### config.mk
export PLATFORM = sky130hd
export DESIGN_NAME = framebuffer_scanout
export DESIGN_NICKNAME = d
export VERILOG_FILES = /design/src/rtl/framebuffer_pkg.sv /design/src/rtl/video_timing_gen.sv /design/src/rtl/framebuffer_scanout.sv
export SDC_FILE = /design/constraint.sdc
export NUM_CORES = 1
export LEC_CHECK = 0
export CAP_MARGIN = 40
export CORE_MARGIN = 3
export CORE_UTILIZATION = 41
export CTS_BUF_LIST = sky130_fd_sc_hd__clkbuf_8
export CTS_CLUSTER_DIAMETER = 40
export DETAILED_ROUTE_END_ITERATION = 6
export GPL_TIMING_DRIVEN = 0
export HOLD_SLACK_MARGIN = 0.03
export PLACE_DENSITY_LB_ADDON = 0.12
export SLEW_MARGIN = 40
export SYNTH_ARGS = -nofsm -noshare
export SYNTH_HDL_FRONTEND = slang
export SYNTH_SLANG_ARGS = --single-unit
### constraint.sdc
create_clock -name clk_pixel -period 2.1 [get_ports clk_pixel]
set_input_delay 0.525 -clock clk_pixel [delete_from_list [all_inputs] [get_ports clk_pixel]]
set_output_delay 0.525 -clock clk_pixel [all_outputs]
set_load 0.01 [all_outputs]
### src/rtl/framebuffer_pkg.sv
// Shared types and constants for the frame-buffer scanout path.
// Default timing is 1080p60; the coordinate and colour widths match the buffer's read port.
package framebuffer_pkg;

    typedef enum logic [1:0] {
        ST_IDLE = 2'd0,
        ST_SCAN = 2'd1,
        ST_SKIP = 2'd2
    } scan_state_t;

    localparam int PIXEL_COORD_W = 21;
    localparam int RGB_W         = 24;

    localparam int DEF_H_ACTIVE = 1920;
    localparam int DEF_H_FP     = 88;
    localparam int DEF_H_SYNC   = 44;
    localparam int DEF_H_BP     = 148;
    localparam int DEF_V_ACTIVE = 1080;
    localparam int DEF_V_FP     = 4;
    localparam int DEF_V_SYNC   = 5;
    localparam int DEF_V_BP     = 36;

    // Per-pixel sideband carried alongside the read so it meets the returned colour.
    typedef struct packed {
        logic hsync;
        logic vsync;
        logic blank;
        logic scan;
        logic last;
    } video_tag_t;

    function automatic int cnt_width(input int total);
        return (total > 1) ? $clog2(total) : 1;
    endfunction

endpackage

### src/rtl/video_timing_gen.sv
// Free-running raster counters with active-area, sync and frame-start decode.
// All decode outputs are combinational from the registered counters.
module video_timing_gen
    import framebuffer_pkg::*;
#(
    parameter int H_ACTIVE = DEF_H_ACTIVE,
    parameter int H_FP     = DEF_H_FP,
    parameter int H_SYNC   = DEF_H_SYNC,
    parameter int H_BP     = DEF_H_BP,
    parameter int V_ACTIVE = DEF_V_ACTIVE,
    parameter int V_FP     = DEF_V_FP,
    parameter int V_SYNC   = DEF_V_SYNC,
    parameter int V_BP     = DEF_V_BP,
    parameter int HW       = cnt_width(H_ACTIVE + H_FP + H_SYNC + H_BP),
    parameter int VW       = cnt_width(V_ACTIVE + V_FP + V_SYNC + V_BP)
) (
    input  logic          clk,
    input  logic          rst,
    output logic [HW-1:0] hcnt,
    output logic [VW-1:0] vcnt,
    output logic          active,
    output logic          hsync,
    output logic          vsync,
    output logic          frame_start
);

    localparam int H_TOTAL = H_ACTIVE + H_FP + H_SYNC + H_BP;
    localparam int V_TOTAL = V_ACTIVE + V_FP + V_SYNC + V_BP;

    logic [HW-1:0] hcnt_reg;
    logic [VW-1:0] vcnt_reg;

    always_ff @(posedge clk or posedge rst) begin
        if (rst) begin
            hcnt_reg <= '0;
            vcnt_reg <= '0;
        end else if (int'(hcnt_reg) == H_TOTAL - 1) begin
            hcnt_reg <= '0;
            if (int'(vcnt_reg) == V_TOTAL - 1) begin
                vcnt_reg <= '0;
            end else begin
                vcnt_reg <= vcnt_reg + VW'(1);
            end
        end else begin
            hcnt_reg <= hcnt_reg + HW'(1);
        end
    end

    assign hcnt        = hcnt_reg;
    assign vcnt        = vcnt_reg;
    assign active      = (int'(hcnt_reg) < H_ACTIVE) && (int'(vcnt_reg) < V_ACTIVE);
    assign hsync       = (int'(hcnt_reg) >= H_ACTIVE + H_FP) &&
                         (int'(hcnt_reg) <  H_ACTIVE + H_FP + H_SYNC);
    assign vsync       = (int'(vcnt_reg) >= V_ACTIVE + V_FP) &&
                         (int'(vcnt_reg) <  V_ACTIVE + V_FP + V_SYNC);
    assign frame_start = (hcnt_reg == '0) && (vcnt_reg == '0);

endmodule

### src/rtl/framebuffer_scanout.sv
// Scanout engine: commits or drops each frame at frame start, issues one buffer read per
// active pixel, and delays sync/blank so they leave together with the returned colour.
module framebuffer_scanout
    import framebuffer_pkg::*;
#(
    parameter int H_ACTIVE     = DEF_H_ACTIVE,
    parameter int H_FP         = DEF_H_FP,
    parameter int H_SYNC       = DEF_H_SYNC,
    parameter int H_BP         = DEF_H_BP,
    parameter int V_ACTIVE     = DEF_V_ACTIVE,
    parameter int V_FP         = DEF_V_FP,
    parameter int V_SYNC       = DEF_V_SYNC,
    parameter int V_BP         = DEF_V_BP,
    parameter int READ_LATENCY = 1
) (
    input  logic                     clk_pixel,
    input  logic                     reset,
    input  logic                     ableToRead,
    input  logic [RGB_W-1:0]         readPixel,
    output logic [PIXEL_COORD_W-1:0] readPixelX,
    output logic [PIXEL_COORD_W-1:0] readPixelY,
    output logic                     readPixelSignal,
    output logic                     endOfRead,
    output logic [7:0]               vga_r,
    output logic [7:0]               vga_g,
    output logic [7:0]               vga_b,
    output logic                     vga_hsync,
    output logic                     vga_vsync,
    output logic                     vga_blank,
    output logic                     underflow
);

    localparam int HW     = cnt_width(H_ACTIVE + H_FP + H_SYNC + H_BP);
    localparam int VW     = cnt_width(V_ACTIVE + V_FP + V_SYNC + V_BP);
    localparam int PIPE_D = READ_LATENCY + 1;

    localparam video_tag_t TAG_RESET = '{hsync: 1'b0, vsync: 1'b0, blank: 1'b1,
                                         scan: 1'b0, last: 1'b0};

    logic [HW-1:0] hcnt;
    logic [VW-1:0] vcnt;
    logic          active;
    logic          hsync;
    logic          vsync;
    logic          frame_start;

    video_timing_gen #(
        .H_ACTIVE (H_ACTIVE),
        .H_FP     (H_FP),
        .H_SYNC   (H_SYNC),
        .H_BP     (H_BP),
        .V_ACTIVE (V_ACTIVE),
        .V_FP     (V_FP),
        .V_SYNC   (V_SYNC),
        .V_BP     (V_BP),
        .HW       (HW),
        .VW       (VW)
    ) u_timing (
        .clk         (clk_pixel),
        .rst         (reset),
        .hcnt        (hcnt),
        .vcnt        (vcnt),
        .active      (active),
        .hsync       (hsync),
        .vsync       (vsync),
        .frame_start (frame_start)
    );

    scan_state_t state_reg, state_next;
    logic        first_frame_reg, first_frame_next;
    logic        underflow_reg, underflow_next;

    always_ff @(posedge clk_pixel or posedge reset) begin
        if (reset) begin
            state_reg       <= ST_IDLE;
            first_frame_reg <= 1'b1;
            underflow_reg   <= 1'b0;
        end else begin
            state_reg       <= state_next;
            first_frame_reg <= first_frame_next;
            underflow_reg   <= underflow_next;
        end
    end

    // state_next is also the mode of the current cycle, so pixel (0,0) belongs to the new frame.
    always_comb begin
        state_next       = state_reg;
        first_frame_next = first_frame_reg;
        underflow_next   = underflow_reg;
        if (frame_start) begin
            first_frame_next = 1'b0;
            if (ableToRead) begin
                state_next = ST_SCAN;
            end else if (first_frame_reg) begin
                state_next = ST_IDLE;
            end else begin
                state_next     = ST_SKIP;
                underflow_next = 1'b1;
            end
        end
    end

    logic       req_active;
    video_tag_t tag_in;

    assign req_active   = active && (state_next == ST_SCAN);
    assign tag_in.hsync = hsync;
    assign tag_in.vsync = vsync;
    assign tag_in.blank = !(active && (state_next != ST_IDLE));
    assign tag_in.scan  = req_active;
    assign tag_in.last  = req_active && (int'(hcnt) == H_ACTIVE - 1) &&
                          (int'(vcnt) == V_ACTIVE - 1);

    logic                     req_strobe_reg;
    logic [PIXEL_COORD_W-1:0] req_x_reg;
    logic [PIXEL_COORD_W-1:0] req_y_reg;

    always_ff @(posedge clk_pixel or posedge reset) begin
        if (reset) begin
            req_strobe_reg <= 1'b0;
            req_x_reg      <= '0;
            req_y_reg      <= '0;
        end else begin
            req_strobe_reg <= req_active;
            req_x_reg      <= PIXEL_COORD_W'(hcnt);
            req_y_reg      <= PIXEL_COORD_W'(vcnt);
        end
    end

    // One stage for the request register plus READ_LATENCY stages for the buffer.
    video_tag_t pipe_reg [PIPE_D];
    logic       end_of_read_reg;

    always_ff @(posedge clk_pixel or posedge reset) begin
        if (reset) begin
            for (int i = 0; i < PIPE_D; i++) begin
                pipe_reg[i] <= TAG_RESET;
            end
            end_of_read_reg <= 1'b0;
        end else begin
            pipe_reg[0] <= tag_in;
            for (int i = 1; i < PIPE_D; i++) begin
                pipe_reg[i] <= pipe_reg[i-1];
            end
            end_of_read_reg <= pipe_reg[PIPE_D-1].last;
        end
    end

    video_tag_t out_tag;
    assign out_tag = pipe_reg[PIPE_D-1];

    assign readPixelSignal = req_strobe_reg;
    assign readPixelX      = req_x_reg;
    assign readPixelY      = req_y_reg;
    assign endOfRead       = end_of_read_reg;
    assign vga_r           = out_tag.scan ? readPixel[23:16] : 8'd0;
    assign vga_g           = out_tag.scan ? readPixel[15:8]  : 8'd0;
    assign vga_b           = out_tag.scan ? readPixel[7:0]   : 8'd0;
    assign vga_hsync       = out_tag.hsync;
    assign vga_vsync       = out_tag.vsync;
    assign vga_blank       = out_tag.blank;
    assign underflow       = underflow_reg;

endmodule

==> results of run 1 <==
cell families (layout without fill, tap and decap cells):
logic type | count (synthesis) | count (layout) | share of synthesized area
adder cells (fa/ha/maj) | 4 | 4 | 0.0189
AO/OA/AOI/OAI | 21 | 21 | 0.0457
XOR/XNOR | 14 | 14 | 0.0462
other | 1 | 19 | 0.00141
multiplexers | 1 | 1 | 0.00424
buffers and inverters | 30 | 129 | 0.0697
AND/OR/NAND/NOR | 106 | 106 | 0.238
flip-flops | 61 | 61 | 0.576
synthesized netlist by cell type, drive strengths merged (6+ instances only):
| master | number |
|---|---|
| and2 | 26 |
| and3 | 6 |
| buf | 20 |
| dfrtp | 58 |
| nand2 | 8 |
| nand3 | 14 |
| nand4 | 10 |
| nor2 | 12 |
| o21ai | 9 |
| xnor2 | 6 |
| xor2 | 8 |
timing repair:
| action | in CTS | in global routing |
|---|---|---|
| endpoints found under the setup margin | 25 | 19 |
| resized for setup | 31 | 2 |
| setup buffers | 5 | 0 |
| endpoints found under the hold margin | 0 | 0 |
| pin swaps | 3 | 3 |
routing by layer:
| metal | vias up | track usage | part of all wire |
|---|---|---|---|
| met4 | 0 | 0.0609 | 0.013 |
| met1 | 985 | 0.196 | 0.44 |
| met3 | 7 | 0.0618 | 0.097 |
| met2 | 82 | 0.245 | 0.45 |
| li1 | 1006 | - | - |
| met5 | - | 0 | 0 |
critical path: stages, from the launching register on:
cell and delay, ns:
dfrtp_2 0.41, or4_4 0.54, or4_4 0.55, nor2_4 0.12, mux2_4 0.30
report_power, final:
group / total [mW] / internal (mW) / switching (mW)
clock: 0.956 / 0.559 / 0.398
combinational: 0.183 / 0.105 / 0.0779
sequential: 1.19 / 1.18 / 0.00392
stage by stage:
step                TNS (ns)  std cells
finish                     0        430
CTS                        0        431
detailed placement     -1.32        411
floorplan                  0        256
global route        -0.00188        430
global placement      -55.28        410
area by class of cell:
class	instances	share of cell area
Inverter	5	0.00554
Sequential cell	61	0.400
Tap cell	75	0.0245
Multi-Input combinational cell	165	0.265
Clock inverter	6	0.0127
Buffer	23	0.0434
Clock buffer	10	0.0359
Timing Repair Buffer	85	0.213
worst max path at each step:
stage                     slack, ns                         end  cells after the start
after global placement        -0.92  u_timing.hcnt[2]$_DFF_PP0_                      2
after global routing         -0.001       pipe_reg[7]$_DFF_PP1_                      5
after floorplan                0.02      state_reg[1]$_DFF_PP0_                      4
after detailed placement      -0.10      state_reg[1]$_DFF_PP0_                      4
after CTS                     0.006      state_reg[1]$_DFF_PP0_                      4
final                          0.06      state_reg[1]$_DFF_PP0_                      4
==> impl_metrics.json, run 1 <==
{
  "status": "complete, no violations",
  "fin_crit_ns": 2.04,
  "multi_input_area_um2": 1020,
  "reg2reg_from": "u_timing.vcnt[7]$_DFFE_PP0N_",
  "slew_violations": 0,
  "antenna_found_initial": 0,
  "drt_iter0_drc": 82,
  "postCtsHoldBufs": 0,
  "clk_latency_ns": 0.33,
  "grt_overflow_total": 0,
  "timing.rr.end": "state_reg[1]$_DFF_PP0_",
  "crit_start": "u_timing.vcnt[7]$_DFFE_PP0N_",
  "fp.dieW_um": 86.5,
  "startpoint_type": "flip-flop",
  "pwr_density_cell_nw_per_um2": 607,
  "regArea_um2": 1530,
  "setup_viol": 0,
  "yosys-top-cells-area": "dfrtp_1, and2_1, buf_4",
  "whs_ns": 0.348,
  "drc_errors": 0,
  "grt_setup_unrepaired": "true",
  "io_buffers": 79,
  "ys_seq_elements": 61,
  "grt_pass1_vias": 1902,
  "yosysTopAreaCellShare": 0.547,
  "synthArstFlopShare": 1.00,
  "ir_drop_uv": 604,
  "synth_top_cell_by_area": "dfrtp_1",
  "cts_tree": "done",
  "ff2ff_setup_slack_ns": 0.06,
  "drive_gt1_frac": 0.146,
  "root_buffer": "clkbuf_8",
  "fillCellCount": 520,
  "synth_edf_count": 0,
  "layout_commonest_cell": "dfrtp_1",
  "total_power_mw": 2.33,
  "seq_area_frac_synth": 0.576,
  "p_leak_nw": 1.92,
  "cts_sinks": 61,
  "rows": 28,
  "cts_made_buffers": 9,
  "pin_count": 99,
  "drt_pass1_iterations": 4,
  "post-route-cell-area_um2": 3840,
  "place.detailed.hpwl_um": 4340,
  "wl_um": 5740,
  "wl_per_cell_um": 13.3,
  "skew_ns": 0.00218,
  "cap_violations": 0,
  "required_ns": 2.31,
  "cts_htree_levels": 3,
  "hold_viol_final": 0,
  "vias_per_cell": 4.84,
  "place_ws_ns": -0.100,
  "grt_pass1_wl_um": 9130,
  "yosys_warnings": 0,
  "netlist_area_um2": 2660,
  "syn_to_final_growth_pct": 44.5,
  "fmax_mhz": 490,
  "via_count": 2080,
  "fin_crit_sh": 0.972,
  "cts_buffer_depth": 2,
  "setup_slack_ns": 0.0578,
  "num_antenna_cells": 0,
  "detail-route-antenna-nets": 0,
  "syn_area_per_cell_um2": 11.2,
  "holdPathEnd": "out_tag[0]$_DFF_PP0_",
  "gp_congestion": 0.879,
  "die-area_um2": 7480,
  "crit_type": "reg2reg",
  "grt_usage": 0.157,
  "synth_ff_type": "dfrtp_1",
  "core_area_um2": 6100,
  "crit_fanout": 2,
  "clk_pin_slew_ns": 0.06,
  "nets": 381,
  "final_cell_mix": "dfrtp_1, clkdlybuf4s50_1, and2_1, buf_4, dlygate4sd2_1",
  "place_area_um2": 3630,
  "reg2regPathDepth": 4,
  "min_from": "pipe_reg[5]$_DFF_PP0_",
  "holdPathStages": 0,
  "endpoint_kind": "flip-flop",
  "die_y_um": 86.5,
  "synth.distinct_cells": 39,
  "fin_util": 0.629,
  "hp-class": "reg2reg",
  "grt_max_degree": 36,
  "synth_cells": 238,
  "initial_core_util": 0.436,
  "arrival_ns": 2.25
}
Note: power is estimated with default switching activity, not from simulation.
==> inputs of run 2 (changes only) <==
Clock period 2.1 ns to 1.66 ns, I/O delays scaled along.
==> run 2 against run 1 <==
The flow now finishes with violations (setup timing); highest routed layer unchanged; count of clock-buffer cells in the layout is 2 higher; sequential power is 26% higher; largest power group unchanged; die area stayed put.
==> impl_metrics.json, run 2 (synthesized netlist as in run 1, its figures left out) <==
{
  "status": "finished with violations",
  "violations": "setup timing",
  "internal_power_mw": 2.47,
  "arrival_ns": 2.23,
  "setup_slack_ns": -0.345,
  "die-area_um2": 7480,
  "p_comb_frac": 0.089,
  "wl_per_cell_um": 14.9,
  "crit_family": "simple AND/OR/NAND/NOR gates",
  "crit_buf_inv": 1,
  "grt_overflow_total": 0,
  "worstPathCellList": "buf_6 -> or3_4 -> or4_4 -> nor2_4 -> mux2_4",
  "p_sw_mw": 0.658,
  "drive_gt1_frac": 0.346,
  "root_buffer": "clkbuf_8",
  "final_cell_mix": "clkdlybuf4s50_1, dfrtp_1, buf_4, and2_1",
  "fmax_mhz": 499,
  "cp_slowest_cell": "or4_4",
  "skew_ns": 0.00501,
  "drc_errors": 0,
  "clkPwrFrac": 0.431,
  "whs_ns": 0.348,
  "endpoint_kind": "flip-flop",
  "required_ns": 1.88,
  "antenna_found_initial": 0,
  "pin_count": 99,
  "netSwitchingFraction": 0.211,
  "cts_buffer_depth": 2,
  "cap_violations": 0,
  "slew_violations": 0,
  "startpoint_type": "flip-flop",
  "layout_commonest_cell": "clkdlybuf4s50_1",
  "fin_crit_sh": 1.21,
  "io_buffers": 79,
  "vias_per_cell": 4.84,
  "grt_pass1_wl_um": 10300,
  "ir_drop_uv": 599,
  "nets": 410,
  "rows": 28,
  "wl_um": 6830,
  "place.detailed.hpwl_um": 4460,
  "crit_fanout": 5,
  "cp_slowest_stage_delay_ns": 0.57,
  "grt_max_degree": 26,
  "p_seq_frac": 0.481,
  "place_ws_ns": -0.483,
  "core_area_um2": 6100,
  "initial_core_util": 0.436,
  "drt_iter0_drc": 125,
  "detail-route-antenna-nets": 0,
  "die_y_um": 86.5,
  "clk_pin_slew_ns": 0.06,
  "fp.dieW_um": 86.5,
  "clk_latency_ns": 0.33,
  "crit_type": "reg2reg",
  "setup_viol": 26,
  "cts_tree": "done",
  "crit_start": "u_timing.vcnt[2]$_DFFE_PP0N_",
  "syn_to_final_growth_pct": 59.0,
  "gp_congestion": 0.881,
  "min_from": "pipe_reg[8]$_DFF_PP0_",
  "grt_pass1_vias": 2067,
  "cts_made_buffers": 9,
  "fin_crit_ns": 2.00,
  "cts_htree_levels": 3,
  "grt_usage": 0.180,
  "reg2reg_from": "u_timing.vcnt[2]$_DFFE_PP0N_",
  "num_antenna_cells": 0,
  "p_leak_nw": 2.10,
  "grt_setup_unrepaired": "true",
  "via_count": 2222,
  "cts_sinks": 61,
  "drt_pass1_iterations": 4,
  "hp-class": "reg2reg",
  "postCtsHoldBufs": 0,
  "pwr_density_cell_nw_per_um2": 741,
  "hold_viol_final": 0
}
-- run 2: worst paths after layout --
path	cells after the start	slack [ns]	endpoint
max reg2reg	5	-0.34	state_reg[1]$_DFF_PP0_
max in group asynchronous	4	0.54	pipe_reg[7]$_DFF_PP1_
min reg2reg	0	0.35	vga_vsync$_DFF_PP0_
min in group asynchronous	2	0.42	readPixelY[6]$_DFF_PP0_
max	5	-0.34	state_reg[1]$_DFF_PP0_
min	0	0.35	vga_vsync$_DFF_PP0_
-- run 2: final cells by class --
| class | instances | area [um2] |
|---|---|---|
| multi-input cells | 165 | 1100 |
| flip-flops and latches | 61 | 1540 |
| fillers | 462 | 1870 |
| repair buffers | 113 | 1050 |
| inverters | 5 | 22.5 |
| clock inverters | 4 | 45.0 |
| well taps | 75 | 93.8 |
| clock buffers | 12 | 165 |
| plain buffers | 24 | 200 |
-- run 2: power by group through the flow --
stage,logic (mW),clock network (mW),registers (mW)
after floorplan,0.114,0,1.53
after global placement,0.239,0,1.53
after detailed placement,0.256,0,1.53
after CTS,0.275,1.37,1.50
after global routing,0.299,1.45,1.50
final,0.277,1.35,1.50
-- run 2: metrics by stage --
stage          std cells  TNS [ns]   util  instance area [um2]  total power [mW]
3_5_place_dp         412    -11.97  0.601                 3660              1.79
4_1_cts              446     -4.87  0.660                 4020              3.15
2_1_floorplan        256     -1.34      -                 2730              1.64
3_3_place_gp         410    -21.08  0.593                 3620              1.77
5_1_grt              459     -5.51  0.693                 4220              3.25
6_report             459     -3.99  0.693                 4220              3.13
-- run 2: timing repair --
item,in CTS,in global routing
resized for setup,133,35
endpoints found under the setup margin,49,44
buffers inserted,17,14
pin swaps,5,14
gates cloned,2,0
-- run 2: worst reg2reg max path: stages, from the launching register on --
cell     delay (ns)
dfrtp_1        0.40
buf_6          0.13
or3_4          0.37
or4_4          0.57
nor2_4         0.12
mux2_4         0.30
-- run 2: metal layers --
| metal | track usage | vias to the layer above | wire, um |
|---|---|---|---|
| met4 | 0.103 | 0 | 202 |
| met1 | 0.218 | 1060 | 2800 |
| met5 | 0 | - | 0 |
| li1 | - | 1064 | - |
| met2 | 0.284 | 84 | 3270 |
| met3 | 0.0523 | 14 | 561 |
==> inputs of run 3 (changes only) <==
Settings changed: SYNTH_HIERARCHICAL set to 1.
==> run 3 against run 2 <==
The flow still finishes with violations (setup timing); clock skew rose by 0.0017 ns; sequential power barely moved; fmax rose by 8.1%; non-clock buffer count fell by 14; critical path type unchanged; largest cell class unchanged; design area fell by 2.3%; area after synthesis rose by 1.3%; count of clock-buffer cells in the layout fell by 1.
==> impl_metrics.json, run 3 <==
{
  "status": "finished with violations",
  "violations": "setup timing",
  "ys_seq_elements": 61,
  "via_count": 2134,
  "nets": 391,
  "clk_latency_ns": 0.33,
  "initial_core_util": 0.439,
  "grt_usage": 0.178,
  "fin_util": 0.672,
  "hold_viol_final": 0,
  "die-area_um2": 7570,
  "dpl.cell_count": 408,
  "rows": 28,
  "grt_overflow_total": 0,
  "cts_tree": "done",
  "drive_gt1_frac": 0.384,
  "worst-slew-pin-transition_ns": 0.502,
  "pin_count": 99,
  "netlist_area_um2": 2690,
  "grt_max_degree": 27,
  "synth.distinct_cells": 47,
  "p_comb_frac": 0.092,
  "place_ws_ns": -0.325,
  "fmax_mhz": 539,
  "num_antenna_cells": 0,
  "yosys-top-cells-area": "dfrtp_1, and2_1, buf_4",
  "fin_cells": 440,
  "syn_area_per_cell_um2": 11.4,
  "slew_violations": 0,
  "core_area_um2": 6130,
  "drt_iter0_drc": 62,
  "hp-class": "reg2reg",
  "arrival_ns": 2.07,
  "p_seq_frac": 0.526,
  "antenna_found_initial": 0,
  "synth_top_cell_by_area": "dfrtp_1",
  "ir_drop_uv": 587,
  "cts_made_buffers": 9,
  "place_area_um2": 3690,
  "skew_ns": 0.00674,
  "required_ns": 1.88,
  "startpoint_type": "flip-flop",
  "synth_commonest_cells": "dfrtp_1, and2_1, buf_4, nand3_1",
  "clkPwrFrac": 0.383,
  "final_cell_mix": "clkdlybuf4s50_1, dfrtp_1, buf_4, conb_1, and2_1",
  "drt_pass1_iterations": 5,
  "wl_um": 6440,
  "crit_type": "reg2reg",
  "fin_crit_ns": 1.85,
  "p_leak_nw": 2.00,
  "yosys_warnings": 6,
  "synthArstFlopShare": 1.00,
  "vias_per_cell": 4.85,
  "synth_ff_type": "dfrtp_1",
  "grt_pass1_wl_um": 10400,
  "gp_congestion": 0.800,
  "netSwitchingFraction": 0.213,
  "yosysTopAreaCellShare": 0.540,
  "pwr_density_cell_nw_per_um2": 694,
  "detail-route-antenna-nets": 0,
  "setup_viol": 15,
  "grt_setup_unrepaired": "true",
  "cts_sinks": 61,
  "layout_commonest_cell": "clkdlybuf4s50_1",
  "slew_headroom": 0.665,
  "crit_fanout": 7,
  "seq_area_frac_synth": 0.569,
  "fin_crit_sh": 1.12,
  "cts_htree_levels": 3,
  "endpoint_kind": "flip-flop",
  "synth_cells": 235,
  "syn_to_final_growth_pct": 53.3,
  "drc_errors": 0,
  "cap_violations": 0,
  "setup_slack_ns": -0.195,
  "p_sw_mw": 0.611,
  "synth_edf_count": 0,
  "root_buffer": "clkbuf_8",
  "clk_pin_slew_ns": 0.06,
  "grt_pass1_vias": 2080,
  "internal_power_mw": 2.25,
  "synth_most_common_cell": "dfrtp_1",
  "total_power_mw": 2.86,
  "io_buffers": 79,
  "fp.dieW_um": 87,
  "cts_buffer_depth": 2,
  "wl_per_cell_um": 14.6,
  "postCtsHoldBufs": 0,
  "place.detailed.hpwl_um": 4460,
  "die_y_um": 87,
  "post-route-cell-area_um2": 4120
}
-- run 3: layout make-up --
type                    count  area [um2]
fillers                   481        2010
flip-flops and latches     61        1550
multi-input cells         155        1160
repair buffers             99         911
plain buffers              24         201
clock buffers              11         151
well taps                  75        93.8
inverters                  10        37.5
clock inverters             5        20.0
-- run 3: metal layers --
layer,vias up,track usage,part of all wire
met2,92,0.276,0.47
met3,9,0.0539,0.091
li1,1017,-,-
met4,0,0.0822,0.016
met5,-,0,0
met1,1016,0.229,0.42
-- run 3: what timing repair did --
item	in CTS	in global routing
gates resized for setup	137	38
pin swaps	7	9
setup endpoints to repair	46	40
buffers inserted	16	4
cloned	2	0
-- run 3: logic make-up after synthesis --
logic type      Yosys count  synth area share
buf+inv                  37            0.0893
xor+xnor                 13            0.0423
simple gates             98             0.216
other cells               1           0.00139
mux                       5            0.0195
flops                    61             0.569
compound gates           16            0.0437
fa+ha+maj                 4            0.0186
-- run 3: path summary, 6_finish.rpt --
path	to	start	cells after the start	slack [ns]
max	u_timing/vcnt[5]$_DFFE_PP0N_	u_timing/vcnt[7]$_DFFE_PP0N_	4	-0.19
min	out_tag[0]$_DFF_PP0_	pipe_reg[5]$_DFF_PP0_	0	0.35
max reg2reg	u_timing/vcnt[5]$_DFFE_PP0N_	u_timing/vcnt[7]$_DFFE_PP0N_	4	-0.19
min reg2reg	out_tag[0]$_DFF_PP0_	pipe_reg[5]$_DFF_PP0_	0	0.35
max in group asynchronous	first_frame_reg$_DFFE_PP1P_	reset	3	0.75
min in group asynchronous	readPixelX[6]$_DFF_PP0_	reset	2	0.41
-- run 3: worst max-delay path: stages (launching register included) --
cell     delay, ns
dfrtp_2       0.45
or4b_4        0.55
or4_4         0.53
a21oi_4       0.16
o21ai_2       0.06
-- run 3: metrics by stage --
step	setup TNS [ns]	hold WS [ns]
3_3_place_gp	-26.12	0.333
5_1_grt	-2.80	0.354
3_5_place_dp	-10.50	0.336
4_1_cts	-1.94	0.349
2_1_floorplan	-1.03	0.331
6_report	-1.34	0.348
-- run 3: power groups by stage --
stage                     registers, mW  clock network, mW  logic (mW)
final                              1.50               1.10       0.262
after global routing               1.50               1.20       0.286
after CTS                          1.50               1.13       0.255
after detailed placement           1.53                  0       0.248
after global placement             1.53                  0       0.239
after floorplan                    1.53                  0       0.113
